`src/rtl/adc_scan_scheduler.sv`:
```
`default_nettype none
// ============================================================================
// Module   : adc_scan_scheduler
// Purpose  : Paces SPI ADC frames, selects each frame's channel (host request
//            first, else round-robin) and stores pipeline-corrected results.
// Revision : 1.0
// ============================================================================
module adc_scan_scheduler #(
   parameter int CH_W     = 3,
   parameter int DATA_W   = 12,
   parameter int RATE_DIV = 50000,
   parameter int TIMEOUT  = 2000
) (
   input  logic                       clk,
   input  logic                       rst,
   input  logic [(1<<CH_W)-1:0]       ch_en_i,
   input  logic                       host_req_i,
   input  logic [CH_W-1:0]            host_ch_i,
   output logic                       host_ack_o,
   output logic                       frm_start_o,
   output logic [CH_W-1:0]            frm_addr_o,
   input  logic                       frm_busy_i,
   input  logic                       frm_done_i,
   input  logic [DATA_W-1:0]          frm_data_i,
   output logic [(1<<CH_W)*8-1:0]     res_data_o,
   output logic [(1<<CH_W)-1:0]       res_valid_o,
   output logic                       upd_stb_o,
   output logic [CH_W-1:0]            upd_ch_o,
   output logic                       err_timeout_o
);

   localparam int NUM_CH = 1 << CH_W;
   localparam int CNT_W  = (RATE_DIV > 2) ? $clog2(RATE_DIV) : 1;
   localparam int WD_W   = $clog2(TIMEOUT + 1);

   typedef enum logic [1:0] {
      S_IDLE  = 2'd0,
      S_ISSUE = 2'd1,
      S_WAIT  = 2'd2,
      S_STORE = 2'd3
   } state_t;

   state_t              state_q, state_d;
   logic [CNT_W-1:0]    tick_cnt_q;
   logic                tick_pend_q, tick_pend_d;
   logic [CH_W-1:0]     frm_addr_q, frm_addr_d;
   logic [CH_W-1:0]     rr_ptr_q, rr_ptr_d;
   logic [WD_W-1:0]     wd_q, wd_d;
   logic [7:0]          data_q, data_d;
   logic [CH_W-1:0]     prev_addr_q, prev_addr_d;
   logic                prev_valid_q, prev_valid_d;
   logic [7:0]          res_q [NUM_CH];
   logic [NUM_CH-1:0]   res_valid_q;

   logic                tick;
   logic                tick_clr;
   logic                rr_hit;
   logic [CH_W-1:0]     rr_sel;
   logic [CH_W-1:0]     cand;
   logic                host_ack;
   logic                upd_stb;
   logic                err_timeout;

   assign tick = (tick_cnt_q == CNT_W'(RATE_DIV - 1));

   // A tick arriving in the same cycle IDLE consumes the old one stays pending.
   assign tick_pend_d = tick | (tick_pend_q & ~tick_clr);

   always_comb begin
      rr_hit = 1'b0;
      rr_sel = '0;
      cand   = '0;
      for (int i = 1; i <= NUM_CH; i++) begin
         cand = rr_ptr_q + CH_W'(i);
         if (!rr_hit && ch_en_i[cand]) begin
            rr_hit = 1'b1;
            rr_sel = cand;
         end
      end
   end

   always_comb begin
      state_d      = state_q;
      tick_clr     = 1'b0;
      frm_addr_d   = frm_addr_q;
      rr_ptr_d     = rr_ptr_q;
      wd_d         = wd_q;
      data_d       = data_q;
      prev_addr_d  = prev_addr_q;
      prev_valid_d = prev_valid_q;
      host_ack     = 1'b0;
      upd_stb      = 1'b0;
      err_timeout  = 1'b0;
      case (state_q)
         S_IDLE: begin
            if (tick_pend_q && !frm_busy_i) begin
               tick_clr = 1'b1;
               if (host_req_i) begin
                  frm_addr_d = host_ch_i;
                  host_ack   = 1'b1;
                  state_d    = S_ISSUE;
               end else if (rr_hit) begin
                  frm_addr_d = rr_sel;
                  rr_ptr_d   = rr_sel;
                  state_d    = S_ISSUE;
               end
            end
         end
         S_ISSUE: begin
            wd_d    = '0;
            state_d = S_WAIT;
         end
         S_WAIT: begin
            if (frm_done_i) begin
               data_d  = frm_data_i[DATA_W-1 -: 8];
               state_d = S_STORE;
            end else if (wd_q == WD_W'(TIMEOUT - 1)) begin
               err_timeout  = 1'b1;
               prev_valid_d = 1'b0;
               state_d      = S_IDLE;
            end else begin
               wd_d = wd_q + WD_W'(1);
            end
         end
         S_STORE: begin
            // The sample just returned belongs to the address of the previous frame.
            upd_stb      = prev_valid_q;
            prev_addr_d  = frm_addr_q;
            prev_valid_d = 1'b1;
            state_d      = S_IDLE;
         end
         default: state_d = S_IDLE;
      endcase
   end

   always_ff @(posedge clk) begin
      if (rst) begin
         state_q      <= S_IDLE;
         tick_cnt_q   <= '0;
         tick_pend_q  <= 1'b0;
         frm_addr_q   <= '0;
         rr_ptr_q     <= CH_W'(NUM_CH - 1);
         wd_q         <= '0;
         data_q       <= '0;
         prev_addr_q  <= '0;
         prev_valid_q <= 1'b0;
         res_valid_q  <= '0;
         for (int i = 0; i < NUM_CH; i++) res_q[i] <= '0;
      end else begin
         state_q      <= state_d;
         tick_cnt_q   <= tick ? '0 : tick_cnt_q + CNT_W'(1);
         tick_pend_q  <= tick_pend_d;
         frm_addr_q   <= frm_addr_d;
         rr_ptr_q     <= rr_ptr_d;
         wd_q         <= wd_d;
         data_q       <= data_d;
         prev_addr_q  <= prev_addr_d;
         prev_valid_q <= prev_valid_d;
         if (upd_stb) begin
            res_q[prev_addr_q]       <= data_q;
            res_valid_q[prev_addr_q] <= 1'b1;
         end
      end
   end

   genvar gi;
   generate
      for (gi = 0; gi < NUM_CH; gi++) begin : g_res
         assign res_data_o[8*gi +: 8] = res_q[gi];
      end
      if (DATA_W > 8) begin : g_lsb
         logic unused_lsb;
         assign unused_lsb = ^frm_data_i[DATA_W-9:0];
      end
   endgenerate

   assign host_ack_o    = host_ack;
   assign frm_start_o   = (state_q == S_ISSUE);
   assign frm_addr_o    = frm_addr_q;
   assign res_valid_o   = res_valid_q;
   assign upd_stb_o     = upd_stb;
   assign upd_ch_o      = upd_stb ? prev_addr_q : '0;
   assign err_timeout_o = err_timeout;

endmodule
`default_nettype wire
```
`config.mk`:
```
export PLATFORM = sky130hd
export DESIGN_NAME = adc_scan_scheduler
export DESIGN_NICKNAME = d
export VERILOG_FILES = /design/src/rtl/adc_scan_scheduler.sv
export SDC_FILE = /design/constraint.sdc
export NUM_CORES = 1
export LEC_CHECK = 0
export CAP_MARGIN = 20
export CORE_MARGIN = 10
export CORE_UTILIZATION = 40
export CTS_CLUSTER_SIZE = 12
export DETAILED_ROUTE_END_ITERATION = 8
export GPL_TIMING_DRIVEN = 0
export SLEW_MARGIN = 30
export SYNTH_ARGS = -nofsm -noshare
export SYNTH_HDL_FRONTEND = slang
export SYNTH_SLANG_ARGS = --single-unit
export TNS_END_PERCENT = 5
```
`constraint.sdc`:
```
create_clock -name clk -period 6.37 [get_ports clk]
set_input_delay 1.274 -clock clk [delete_from_list [all_inputs] [get_ports clk]]
set_output_delay 1.274 -clock clk [all_outputs]
set_load 0.05 [all_outputs]
```
Word-level counts from Yosys, hierarchy flattened
Memories as Yosys holds them, arrays and structs flattened.
Cells that the tools add are included.
Widths: inputs -> output; s select.
- equality and inequality tests: 11
- muxes and demuxes: 66
- add/subtract/negate cells: 9
- bitwise gates (word level): 5
- $lt $le $gt $ge: 10
- reduce and logical (&&, ||, !) cells: 29
- operator list (cell ; count):
    $lt 3x4->1 const B ; 9
    $mux 3 ; 12
    $mux 1 ; 34
    $bmux 1 s3 ; 8
    $mux 11 ; 2
    $pmux 11 s2 ; 1
    $add 16x1->16 const B ; 1
    $eq 16x16->1 const B ; 1
    $add 3x3->3 const B ; 4
    $reduce_and 3->1 ; 4
    $add 11x1->11 const B ; 1
    $eq 11x11->1 const B ; 1
    $mux 2 ; 5
    $logic_and 1x1->1 ; 9
    $logic_not 1->1 ; 8
    $mux 8 ; 1
    $ne 2x2->1 const B ; 4
    $or 8x8->8 ; 1
    $pmux 2 s4 ; 1
    $reduce_or 8->1 ; 1
    $add 3x2->3 const B ; 2
    $ne 3x3->1 const B ; 2
    $reduce_bool 2->1 ; 3
    $eq 2x2->1 const B ; 2
    12 further kinds ; 13
- bits in registers: 56
- bits in writable memories: 64
- output and inout bits: 82
- memories: 1
- logic and storage cells: 141
- input port bits: 28
- memory list (memory ; words ; width ; read ports ; clocked after Yosys merged registers in ; wr ports ; line ; source):
    res_q ; 8 ; 8 ; 8 ; 0 ; 8 ; 52 ; logic [7:0] res_q [NUM_CH];

Depth between registers and ports, before layout
- depth in word-level cells: 29
- gate-level depth with buffers: 12
- gate-level depth less buffers: 9

Least setup slack after synthesis
OpenSTA, ideal clock, no wires.
- path type: input to output
- start: in frm_done_i
- end: out err_timeout_o
- stages on the path: 2
- data arrival time: 2.080 ns
- buffers on the path: 0
- data required time: 5.096 ns
- slack: 3.016 ns
- cells stage by stage: nand2b_1 nor2_1
- longest elaborated chain between the ends: 2
- RTL lines (element ; line ; source):
    start, declared ; 23 ; input logic frm_done_i,
    $mux 1 ; 114 ; if (frm_done_i) begin
    $mux 1 ; 94 ; case (state_q)
    end, declared ; 29 ; output logic err_timeout_o
No other way between the ends.

Worst setup path after layout
- start: in frm_busy_i
- end: out host_ack_o
- longest elaborated chain between the ends: 4
- RTL lines (element ; line ; source):
    start, declared ; 22 ; input logic frm_busy_i,
    $logic_not 1->1 ; 96 ; if (tick_pend_q && !frm_busy_i) begin
    $logic_and 1x1->1 ; 96 ;
    $mux 1 ; 96 ;
    $mux 1 ; 94 ;
    end, declared ; 19 ; output logic host_ack_o,
No other way between the ends.

==> run_results.csv <==
group,metric,value,unit
timing,fin_skew,0.00847,ns
timing,fmax,236,MHz
timing,min_period,4.23,ns
floorplan,die_y,138,um
synth,yosys.area.top_type_share,34.6,%
routing,routed_wl,14200,um
cts,cts_max_level,4,
routing,ant_nets,0,
global_routing,use_met1,18.4,%
timing,finalSetupTns,0,ns
setup_path,worstPathRequired,5.10,ns
pwr,power_frac_seq,41.3,%
pwr,p_comb_share,8.3,%
placement,dp_cells,785,
flow_run,cap_violations,0,
cts,cts_buffers,17,
routing,wl_per_cell,17.3,um
cts,path_clk_slew,0.05,ns
floorplan,rows,42,
setup_path,cp.arrival,2.96,ns
floorplan,io_pins,110,
global_routing,grt_pass1_wl,21500,um
floorplan,core_area,13400,sq um
setup_path,crit_top_cell,"clkdlybuf4s50_1",
layout,nFillCells,1166,
setup_path,path_max_fanout,4,
global_routing,grt_pass1_vias,4027,
pwr,power.share.clock,50.3,%
cts,cts_root_buf,"clkbuf_16",
placement,routabilityCongestion,0.831,
routing,vias,4200,
synth,synth.area.top_cells,"edfxtp_1 35%, dfxtp_1 20%, and2_1 7.5%, nor2_1 3.8%, mux4_1 3.3%",
synth,synthCells,506,
global_routing,grt_max_degree,17,
cts,post_cts_buffers,0,
global_routing,met3_usage,4.81,%
synth,synthDominantAreaCellType,"edfxtp_1",
synth,synth_ff_type,"edfxtp_1",
synth,yosys_register_bits,120,
routing,drc,0,
synth,synth_edf_count,64,
synth,synth_warnings,0,
placement,portBuffers,103,
pwr,pwr_density_cell,273,nW/um^2
cts,cts_hold_buf,0,
cts,cts_buffer_depth,2,
synth,synth_area,5550,sq um
timing,min_period_over_period,66.5,%
routing,dr.pass1.iters,4,
floorplan,dieArea,19000,sq um
pwr,p_sw,0.475,mW
floorplan,start_util,41.4,%
pwr,p_leak,2.79,nW
timing,maxSlewViolCount,0,
timing,hold_viol_final,0,
synth,syn_area_per_cell,11.0,sq um
setup_path,cp_top_family,"buffers and inverters",
global_routing,grtUsageTotal,14.8,%
setup_path,path_class,"in -> out",
min_path,hp-class,"reg -> reg",
synth,ys_seq_area_share,54.8,%
pwr,ir_worst_vdd,113,uV
global_routing,busiest_layer,"met2",
setup_path,crit_chain,"clkdlybuf4s50_1 -> nor2b_1 -> and3_1 -> clkdlybuf4s50_1",
pwr,p_sw_share,23.4,%
routing,drt-initial-drc-count,303,
setup_path,max_stage_delay,0.81,ns
global_routing,use_met2,23.9,%
timing,slew_headroom,43.8,%
cts,cts_tree,"built",
synth,syn-num-nets,542,
setup_path,cp.depth,4,
pwr,p_int,1.55,mW
cts,post_cts_resized,0,
timing,tightest_slew,0.837,ns
timing,rsz0062_at_grt,"no",
min_path,min_path_cells,1,
setup_path,r2r_slack,2.56,ns
layout,area_growth,33.9,%
synth,async_flop_share,0,%
setup_path,cp-start-kind,"input pin",
pwr,fin_total_pwr,2.03,mW
timing,setup_viol,0,
setup_path,r2r_cells,11,
cts,insertion_delay,0.41,ns
layout,final_layout_size_suffix_gt1_share,7.18,%
setup_path,cp_slowest_cell,"clkdlybuf4s50_1",
cts,cts_sinks,120,
routing,via_per_inst,5.14,
synth,synthTopCellsByCount,"67 x and2_1, 64 x edfxtp_1, 56 x dfxtp_1, 56 x nor2_1, 47 x nand2_1",
layout,fin_cells,817,
floorplan,die_x,138,um
global_routing,grt_overflow_total,0,
placement,hpwl,10400,um
synth,yosysUniqueCellTypes,57,
synth,synth_most_common_cell,"and2_1",
global_routing,antenna_found_initial,0,
setup_path,critPathCaptureType,"output port",
status,outcome,"completed",
layout,fin_nets,664,
setup_path,cp_num_buf_inv,2,
layout,diodes,0,
[path summary, 6_finish.rpt]
path | start | end
max reg2reg | rr_ptr_q[1]$_SDFFE_PP1P_ | frm_addr_o[2]$_SDFFE_PP0P_
min | res_valid_o[1]$_SDFFE_PP0P_ | res_valid_o[1]$_SDFFE_PP0P_
min reg2reg | res_valid_o[1]$_SDFFE_PP0P_ | res_valid_o[1]$_SDFFE_PP0P_
max | frm_busy_i | host_ack_o
[flip-flops by register name, summed over array words and instances (netlist names), 2 cells and up]
name and count:
frm_addr_o 3, rr_ptr_q 3, state_q 2, prev_addr_q 3, res_valid_o 8, tick_cnt_q 16, res_q 64, data_q 8
wd_q 11
[power groups by stage]
| stage | combinational (mW) | clock, mW | sequential, mW |
|---|---|---|---|
| 6_report | 0.169 | 1.02 | 0.839 |
| 3_5_place_dp | 0.170 | 0 | 0.856 |
| 5_1_grt | 0.180 | 1.07 | 0.841 |
| 2_1_floorplan | 0.0571 | 0 | 0.905 |
| 4_1_cts | 0.170 | 1.04 | 0.839 |
| 3_3_place_gp | 0.167 | 0 | 0.855 |
[metrics by stage]
stage | hold WS (ns) | util (%) | cell area [sq um] | setup WS [ns]
finish | 0.451 | 55.5 | 7440 | 2.14
floorplan | 0.430 | - | 5550 | 3.02
global route | 0.464 | 55.5 | 7440 | 2.03
detailed placement | 0.444 | 50.8 | 6800 | 2.15
global placement | 0.433 | 50.8 | 6800 | 2.13
CTS | 0.457 | 55.5 | 7440 | 2.14
[layout make-up]
class | instances | area [sq um] | share of cell area, %
Tap cell | 176 | 220 | 2.96
Timing Repair Buffer | 103 | 1030 | 13.9
Clock buffer | 18 | 439 | 5.91
Clock inverter | 14 | 194 | 2.61
Sequential cell | 120 | 3040 | 40.9
Buffer | 14 | 68.8 | 0.925
Inverter | 13 | 48.8 | 0.656
Multi-Input combinational cell | 359 | 2390 | 32.2
[layer usage]
metal	wire, um	up-vias	share of wire [%]
met5	0	-	0
met4	84	0	0.59
met3	1220	8	8.6
met2	6430	135	45
met1	6430	1997	45
li1	-	2060	-
[cell usage in the layout (no fill, tap or decap), types with 7 or more instances in the layout]
cell,instances
xnor2_1,10
nand2_1,47
and2_1,67
clkbuf_1,9
dfxtp_1,56
o21ai_0,10
xor2_1,15
inv_1,12
clkdlybuf4s50_1,103
nor3_1,10
nand3_1,15
o21ai_1,7
nor2_1,56
a21o_1,9
ha_1,8
a21oi_1,21
clkbuf_16,17
mux4_1,7
and3_1,7
mux2i_1,9
edfxtp_1,64
[cell families (layout without fill, tap and decap cells)]
logic type	after synthesis	after routing	synth area share (%)
multiplexers	24	24	7.41
AND/OR/NAND/NOR	231	231	21.4
buffers and inverters	27	162	2.12
XOR/XNOR	25	25	3.94
flip-flops	120	120	54.8
adder cells (fa/ha/maj)	8	8	1.80
AO/OA/AOI/OAI	71	71	8.52
No activity file was read; power rests on OpenSTA's default activity.
